### src/rtl/axi_master_ctrl.sv
// axi_master_ctrl: single-outstanding AXI4 master. Converts one local command
// into a complete AXI write (AW/W/B) or read (AR/R) burst, counts beats,
// checks RLAST framing, reports the burst response and aborts a transaction
// that sees no handshake for TIMEOUT cycles.
//
// Ports
//   aclk, areset_n          clock (rising edge), async active-low reset
//   cmd_*                   local command handshake and burst fields
//   wr_data_*               local write-data stream (passed through to W)
//   rd_data_*, rd_last      local read-data stream (passed through from R)
//   done, done_*            one-cycle completion pulse plus held status
//   aw*/w*/b*/ar*/r*        AXI4 master channels
module axi_master_ctrl #(
  parameter int unsigned ADDR_W  = 32,
  parameter int unsigned DATA_W  = 32,
  parameter int unsigned TIMEOUT = 256
) (
  input  logic              aclk,
  input  logic              areset_n,
  // local command interface
  input  logic              cmd_valid,
  output logic              cmd_ready,
  input  logic              cmd_write,
  input  logic [ADDR_W-1:0] cmd_addr,
  input  logic [7:0]        cmd_len,
  input  logic [2:0]        cmd_size,
  input  logic [1:0]        cmd_burst,
  // local write data
  input  logic              wr_data_valid,
  output logic              wr_data_ready,
  input  logic [DATA_W-1:0] wr_data,
  // local read data
  output logic              rd_data_valid,
  input  logic              rd_data_ready,
  output logic [DATA_W-1:0] rd_data,
  output logic              rd_last,
  // completion status
  output logic              done,
  output logic [1:0]        done_resp,
  output logic              done_timeout,
  output logic              done_proto_err,
  // AXI write address
  output logic [ADDR_W-1:0] awaddr,
  output logic [7:0]        awlen,
  output logic [2:0]        awsize,
  output logic [1:0]        awburst,
  output logic              awvalid,
  input  logic              awready,
  // AXI write data
  output logic [DATA_W-1:0] wdata,
  output logic              wlast,
  output logic              wvalid,
  input  logic              wready,
  // AXI write response
  input  logic [1:0]        bresp,
  input  logic              bvalid,
  output logic              bready,
  // AXI read address
  output logic [ADDR_W-1:0] araddr,
  output logic [7:0]        arlen,
  output logic [2:0]        arsize,
  output logic [1:0]        arburst,
  output logic              arvalid,
  input  logic              arready,
  // AXI read data
  input  logic [DATA_W-1:0] rdata,
  input  logic [1:0]        rresp,
  input  logic              rlast,
  input  logic              rvalid,
  output logic              rready
);

  localparam int unsigned TMR_W = $clog2(TIMEOUT);
  localparam logic [1:0]  RESP_SLVERR = 2'b10;

  typedef enum logic [2:0] {
    S_IDLE = 3'd0,
    S_AW   = 3'd1,
    S_W    = 3'd2,
    S_B    = 3'd3,
    S_AR   = 3'd4,
    S_R    = 3'd5
  } state_t;

  state_t              state_q, state_d;
  logic [ADDR_W-1:0]   addr_q, addr_d;
  logic [7:0]          len_q, len_d;
  logic [2:0]          size_q, size_d;
  logic [1:0]          burst_q, burst_d;
  logic [7:0]          beat_cnt_q, beat_cnt_d;
  logic [1:0]          resp_acc_q, resp_acc_d;
  logic                proto_err_q, proto_err_d;
  logic [TMR_W-1:0]    timer_q, timer_d;
  logic                done_q, done_d;
  logic [1:0]          done_resp_q, done_resp_d;
  logic                done_timeout_q, done_timeout_d;
  logic                done_proto_err_q, done_proto_err_d;

  logic                last_beat;
  logic [1:0]          resp_max;
  logic                beat_err;
  logic                hs;

  // Beat counter reaching the latched length marks the final beat.
  assign last_beat = (beat_cnt_q == len_q);
  // Worst-case response so far, including the current R beat.
  assign resp_max  = (rresp > resp_acc_q) ? rresp : resp_acc_q;
  // RLAST must be high exactly on the final beat.
  assign beat_err  = (rlast != last_beat);

  // Next-state and datapath update.
  always_comb begin
    state_d          = state_q;
    addr_d           = addr_q;
    len_d            = len_q;
    size_d           = size_q;
    burst_d          = burst_q;
    beat_cnt_d       = beat_cnt_q;
    resp_acc_d       = resp_acc_q;
    proto_err_d      = proto_err_q;
    timer_d          = timer_q;
    done_d           = 1'b0;
    done_resp_d      = done_resp_q;
    done_timeout_d   = done_timeout_q;
    done_proto_err_d = done_proto_err_q;
    hs               = 1'b0;

    unique case (state_q)
      S_IDLE: begin
        if (cmd_valid) begin
          addr_d      = cmd_addr;
          len_d       = cmd_len;
          size_d      = cmd_size;
          burst_d     = cmd_burst;
          beat_cnt_d  = 8'd0;
          resp_acc_d  = 2'b00;
          proto_err_d = 1'b0;
          timer_d     = '0;
          state_d     = cmd_write ? S_AW : S_AR;
        end
      end
      S_AW: begin
        if (awready) begin
          hs      = 1'b1;
          state_d = S_W;
        end
      end
      S_W: begin
        if (wr_data_valid && wready) begin
          hs         = 1'b1;
          beat_cnt_d = beat_cnt_q + 8'd1;
          if (last_beat) begin
            state_d = S_B;
          end
        end
      end
      S_B: begin
        if (bvalid) begin
          hs               = 1'b1;
          state_d          = S_IDLE;
          done_d           = 1'b1;
          done_resp_d      = bresp;
          done_timeout_d   = 1'b0;
          done_proto_err_d = 1'b0;
        end
      end
      S_AR: begin
        if (arready) begin
          hs      = 1'b1;
          state_d = S_R;
        end
      end
      S_R: begin
        if (rvalid && rd_data_ready) begin
          hs          = 1'b1;
          beat_cnt_d  = beat_cnt_q + 8'd1;
          resp_acc_d  = resp_max;
          proto_err_d = proto_err_q | beat_err;
          // An early RLAST is only flagged; the burst ends on beat count.
          if (last_beat) begin
            state_d          = S_IDLE;
            done_d           = 1'b1;
            done_resp_d      = resp_max;
            done_timeout_d   = 1'b0;
            done_proto_err_d = proto_err_q | beat_err;
          end
        end
      end
      default: begin
        state_d = S_IDLE;
      end
    endcase

    // Inactivity watchdog: any channel handshake restarts the count.
    if (state_q != S_IDLE) begin
      if (hs) begin
        timer_d = '0;
      end else if (timer_q == TMR_W'(TIMEOUT - 1)) begin
        state_d          = S_IDLE;
        done_d           = 1'b1;
        done_resp_d      = RESP_SLVERR;
        done_timeout_d   = 1'b1;
        done_proto_err_d = proto_err_q;
      end else begin
        timer_d = timer_q + TMR_W'(1);
      end
    end
  end

  // State and status registers.
  always_ff @(posedge aclk or negedge areset_n) begin
    if (!areset_n) begin
      state_q          <= S_IDLE;
      addr_q           <= '0;
      len_q            <= 8'd0;
      size_q           <= 3'd0;
      burst_q          <= 2'd0;
      beat_cnt_q       <= 8'd0;
      resp_acc_q       <= 2'd0;
      proto_err_q      <= 1'b0;
      timer_q          <= '0;
      done_q           <= 1'b0;
      done_resp_q      <= 2'd0;
      done_timeout_q   <= 1'b0;
      done_proto_err_q <= 1'b0;
    end else begin
      state_q          <= state_d;
      addr_q           <= addr_d;
      len_q            <= len_d;
      size_q           <= size_d;
      burst_q          <= burst_d;
      beat_cnt_q       <= beat_cnt_d;
      resp_acc_q       <= resp_acc_d;
      proto_err_q      <= proto_err_d;
      timer_q          <= timer_d;
      done_q           <= done_d;
      done_resp_q      <= done_resp_d;
      done_timeout_q   <= done_timeout_d;
      done_proto_err_q <= done_proto_err_d;
    end
  end

  // Command ready is held low while reset is asserted.
  assign cmd_ready      = areset_n && (state_q == S_IDLE);

  // Address channels present the latched command fields.
  assign awaddr         = addr_q;
  assign awlen          = len_q;
  assign awsize         = size_q;
  assign awburst        = burst_q;
  assign awvalid        = (state_q == S_AW);
  assign araddr         = addr_q;
  assign arlen          = len_q;
  assign arsize         = size_q;
  assign arburst        = burst_q;
  assign arvalid        = (state_q == S_AR);

  // Write data path: pass-through gated by the W state.
  assign wvalid         = (state_q == S_W) && wr_data_valid;
  assign wr_data_ready  = (state_q == S_W) && wready;
  assign wdata          = (state_q == S_W) ? wr_data : '0;
  assign wlast          = (state_q == S_W) && last_beat;
  assign bready         = (state_q == S_B);

  // Read data path: pass-through gated by the R state.
  assign rready         = (state_q == S_R) && rd_data_ready;
  assign rd_data_valid  = (state_q == S_R) && rvalid;
  assign rd_data        = (state_q == S_R) ? rdata : '0;
  assign rd_last        = (state_q == S_R) && rlast;

  assign done           = done_q;
  assign done_resp      = done_resp_q;
  assign done_timeout   = done_timeout_q;
  assign done_proto_err = done_proto_err_q;

endmodule

### config.mk
export PLATFORM = sky130hd
export DESIGN_NAME = axi_master_ctrl
export DESIGN_NICKNAME = d
export VERILOG_FILES = /design/src/rtl/axi_master_ctrl.sv
export SDC_FILE = /design/constraint.sdc
export NUM_CORES = 1
export LEC_CHECK = 0
export CAP_MARGIN = 20
export CELL_PAD_IN_SITES_DETAIL_PLACEMENT = 1
export CELL_PAD_IN_SITES_GLOBAL_PLACEMENT = 2
export CORE_MARGIN = 2
export CORE_UTILIZATION = 19
export CTS_CLUSTER_DIAMETER = 50
export DETAILED_ROUTE_END_ITERATION = 16
export PLACE_DENSITY_LB_ADDON = 0.12
export SLEW_MARGIN = 10
export SYNTH_ARGS = -nofsm -noshare
export SYNTH_HDL_FRONTEND = slang
export SYNTH_SLANG_ARGS = --single-unit
### constraint.sdc
create_clock -name aclk -period 4.3 [get_ports aclk]
set_input_delay 0.86 -clock aclk [delete_from_list [all_inputs] [get_ports aclk]]
set_output_delay 0.86 -clock aclk [all_outputs]
set_load 0.01 [all_outputs]
; ---- Word level (Yosys, flattened, before mapping)
; Index checks and enable logic that the tools add are counted.
; W data, S select, Z words.
[classes]
add_sub_neg = 2
magnitude_cmp = 1
eq_ne = 11
mux = 64
bitwise_logic = 1
n_reduce_logical = 16
[op_table]
columns = cell, count
row1 = $mux W32, 2
row2 = $mux W8, 8
row3 = $mux W3, 12
row4 = $mux W1, 24
row5 = $pmux W8 S3, 1
row6 = $mux W2, 9
row7 = $pmux W3 S6, 1
row8 = $add A8 B1 Y8 const B, 2
row9 = $logic_and A1 B1 Y1, 9
row10 = $eq A8 B8 Y1, 1
row11 = $eq A8 B8 Y1 const B, 1
row12 = $pmux W1 S2, 4
row13 = $pmux W2 S2, 2
row14 = $eq A3 B2 Y1 const B, 2
row15 = $eq A3 B3 Y1 const B, 2
row16 = $ne A2 B2 Y1 const B, 3
row17 = $reduce_bool A3 Y1, 2
row18 = $pmux W1 S5, 1
row19 = $reduce_and A4 Y1, 1
row20 = $eq A3 B1 Y1 const B, 1
row21 = $logic_not A3 Y1, 1
row22 = $reduce_and A3 Y1, 1
row23 = $gt A2 B2 Y1, 1
row24 = $reduce_and A2 Y1, 1
row25 = other kinds (3), 3
[totals]
ff_bits = 72
output_inout_bits = 169
elab_cells = 108

; ---- Depth between registers and ports, before layout
[depth]
depth_word = 9
mapped_depth = 8
depth_no_buf = 7

; ---- Worst setup path before layout
; OpenSTA, ideal clock, no wires.
[synth_timing]
path_type = reg2out
from = register state_q[1]
to = output wdata[10]
t_arrival_ps = 1340
t_required_ps = 3440
slack_ps = 2100
stages_incl_launch_ff = 5
path_buffers = 2
path_cell_list = dfrtp_1 -> buf_2 -> nor3b_2 -> clkbuf_1 -> and2_1
[synth_between]
elab_chain_cells = 2
[synth_lines]
columns = element, line
row1 = start: declaration, 85  ; state_t state_q, state_d;
row2 = start signal: assignment, 227  ; state_q <= state_d;
row3 = $eq A3 B2 Y1, 261  ; assign wdata = (state_q == S_W) ? wr_data : '0;
row4 = $mux W32, 261
row5 = end: declaration, 50  ; output logic [DATA_W-1:0] wdata,
; Every way passes these cells.

; ---- Final worst setup path
[layout_timing]
from = register state_q[2]
to = output rd_data[27]
[layout_between]
elab_chain_cells = 2
[layout_lines]
columns = element, line
row1 = $eq A3 B3 Y1, 268  ; assign rd_data = (state_q == S_R) ? rdata : '0;
row2 = $mux W32, 268
row3 = end: declaration, 35  ; output logic [DATA_W-1:0] rd_data,
; Every way passes these cells.

==> summary.md <==
| Metric | Value |
|---|---|
| Sink Count | 72 |
| Final ANT Viol Nets | 0 |
| Fmax | 284 MHz |
| Max-slew headroom | 38.5% |
| Share of Yosys cell area claimed by the top area cell type | 43.2% |
| Yosys reg bits | 72 |
| Post-cts sizing count | 0 |
| FFs w/ async S/R, synth | 100% |
| GR Util All Layers | 14.2% |
| Post-DP HPWL | 13100 um |
| Largest family of logic cells by synthesized area | simple AND/OR/NAND/NOR gates |
| Initial antenna violation count | 0 |
| RD Place Congestion | 0.764 |
| Seq/Total Area, Yosys | 43.2% |
| Iteration-0 DRC Markers | 142 |
| Setup_tns | 0 ps |
| Worst vdd ir | 0.144 mV |
| Row cnt | 54 |
| Worst slack, placed | 1090 ps |
| Minimum clock period | 3520 ps |
| Prevailing post-synth register cell | dfrtp_1 |
| ANT cells | 0 |
| H-tree depth | 3 |
| Worst-Margin Slew | between 900 and 1000 ps |
| Setup Skew | 6.71 ps |
| Largest net degree at the start of global routing | 52 |
| Reg2Reg Setup Slack | 1350 ps |
| PnR Total Power | roughly 4.1 mW |
| Post-Synth Adder-Cell Area | 1.50% |
| Power per cell area | 554 nW/um^2 |
| HP Class | primary input to asynchronous set/reset pin |
| Post-synth top area cell | dfrtp_1 |
| Via Count | 4311 |
| Core area | roughly 22000 sq um |
| Max-slew violation count | 0 |
| Die X | roughly 150 um |
| Post-route DRC | 0 |
| Root buf cell | clkbuf_16 |
| Synth warn | 0 |
| Cts bufs inserted | 9 |
| Syn Area/Cell | about 8.3 sq um |
| Crit end category | primary output |
| First-pass GRT wire length | 26300 um |
| Dpl cell area | between 7000 and 8000 sq um |
| Syn Nets | 631 |
| Pre-Repair DR Iteration Count | 5 |
| Synth area leaders | dfrtp_1 (43%), nand2_1 (13%), and2_1 (10%) |
| Hold slack | 418 ps |
| Post-synthesis mux area share | 0.959% |
| Startpoint Class | flop |
| Starting Density | ~19% |
| Setup slack after layout | 781 ps |
| Drt total wl | between 15000 and 20000 um |
| Hold violation total from the final report | 0 |
| Crit path max fanout | 35 |
| Area grow syn2layout | 75.5% |
| Reg2reg path depth | 6 |
| Vias in the first global route | between 4000 and 5000 |
| Postcts setup bufs | 0 |
| Synth Area in Compound Gates | 6.71% |
| Syn Inst Count | 501 |
| Fraction of layout cells with a size suffix above 1 | 3.76% |
| Post-CTS Hold Fix Bufs | 0 |
| Kind of critical path | flop to primary output |
| Synth unique cells | 49 |
| Final net count | 871 |
| Post-Synth XOR/XNOR Area | 3.15% |
| CTS clk-pin slew, worst paths | ~60 ps |
| I/O pin count | 294 |
| Unrepaired setup endpoints after global routing | false |
| Worst-Skew Late Latency | 330 ps |
| Port Buf Inserts | 293 |
| Max cap viols | 0 |
| Leakage | 3.16 nW |
| Finish-stage setup viols | 0 |
| Avg Vias per Cell | 4.21 |
| Run status | finished, final reports clean |
| Worst EP required | around 3400 ps |
| CTS tree | built |
| Chip height | 152 um |
| Post-synthesis simple-gate area fraction | 32.9% |
| Synth top cells by count | nand2_1 (150), dfrtp_1 (72), and2_1 (69), buf_4 (46), nor2_1 (22) |
| WL per Instance | 16.2 um |
| Final period util | 81.8% |
| Clock buffer depth | 2 |
| Post-synth EDFFs | 0 |
| Count leader, synth | nand2_1 |
| GR Overflow Total | 0 |
| Die area | 23200 sq um |
| Mapped Area | 4180 sq um |
| Arrival @ worst endpoint | 2660 ps |
| Final instance area | 7330 sq um |
worst max-delay path: stages (launching register included):
cell and delay (ps):
dfrtp_1 680, and3b_1 850, and2_1 240, clkdlybuf4s50_1 540
flip-flops by register name, summed over array words and instances (netlist names):
name,count
araddr,32
arlen,8
beat_cnt_q,8
timer_q,8
arsize,3
state_q,3
arburst,2
done_resp,2
resp_acc_q,2
done,1
done_proto_err,1
done_timeout,1
proto_err_q,1
power by group:
group | internal (mW) | total [mW] | switching (mW)
registers | 0.927 | 1.19 | 0.264
logic | 1.21 | 2.19 | 0.975
clock network | 0.396 | 0.678 | 0.282
total | 2.54 | 4.06 | 1.52
kinds of logic after synthesis:
family                   Yosys count
AO/OA/AOI/OAI                     42
XOR/XNOR                          15
adder cells (fa/ha/maj)            5
buffers and inverters             80
flip-flops                        72
multiplexers                       4
AND/OR/NAND/NOR                  283
placed cells by master, fill, tap and decap left out, types with 5 or more instances in the layout:
| master | instances |
|---|---|
| inv_1 | 11 |
| clkdlybuf4s50_1 | 292 |
| nand2b_1 | 7 |
| ha_1 | 5 |
| buf_4 | 5 |
| dfrtp_1 | 72 |
| xor2_1 | 12 |
| nor2_1 | 22 |
| and3_1 | 5 |
| and2_1 | 69 |
| clkbuf_16 | 9 |
| a21oi_1 | 5 |
| nand2_1 | 149 |
| nand3_1 | 6 |
| o21ai_0 | 13 |
layer usage:
layer	share of wire (%)	track usage (%)
met5	0	0
met3	9.6	6.63
met1	41	16.5
met4	1.0	3.43
met2	48	23.9
path summary, 6_finish.rpt:
check | startpoint | to
min in group aclk | araddr[20] | araddr[20]
worst min-delay path | areset_n | araddr[11]
worst max-delay path | state_q[2] | rd_data[27]
worst max register to register | state_q[2] | beat_cnt_q[7]
max in group asynchronous | areset_n | done_proto_err
worst min register to register | araddr[20] | araddr[20]
area by class of cell:
| class | instances | area [sq um] |
|---|---|---|
| fillers | 2523 | 14400 |
| repair buffers | 298 | 2980 |
| multi-input cells | 349 | 1890 |
| flip-flops and latches | 72 | 1800 |
| well taps | 280 | 350 |
| clock buffers | 10 | 239 |
| inverters | 11 | 41.3 |
| clock inverters | 4 | 22.5 |
stage by stage:
stage                     cells  util [%]
after floorplan             501         -
after global placement     1009      32.5
after detailed placement   1009      32.5
after CTS                  1023      33.7
after global routing       1024      33.8
final                      1024      33.8
No activity file was read; power rests on OpenSTA's default activity.
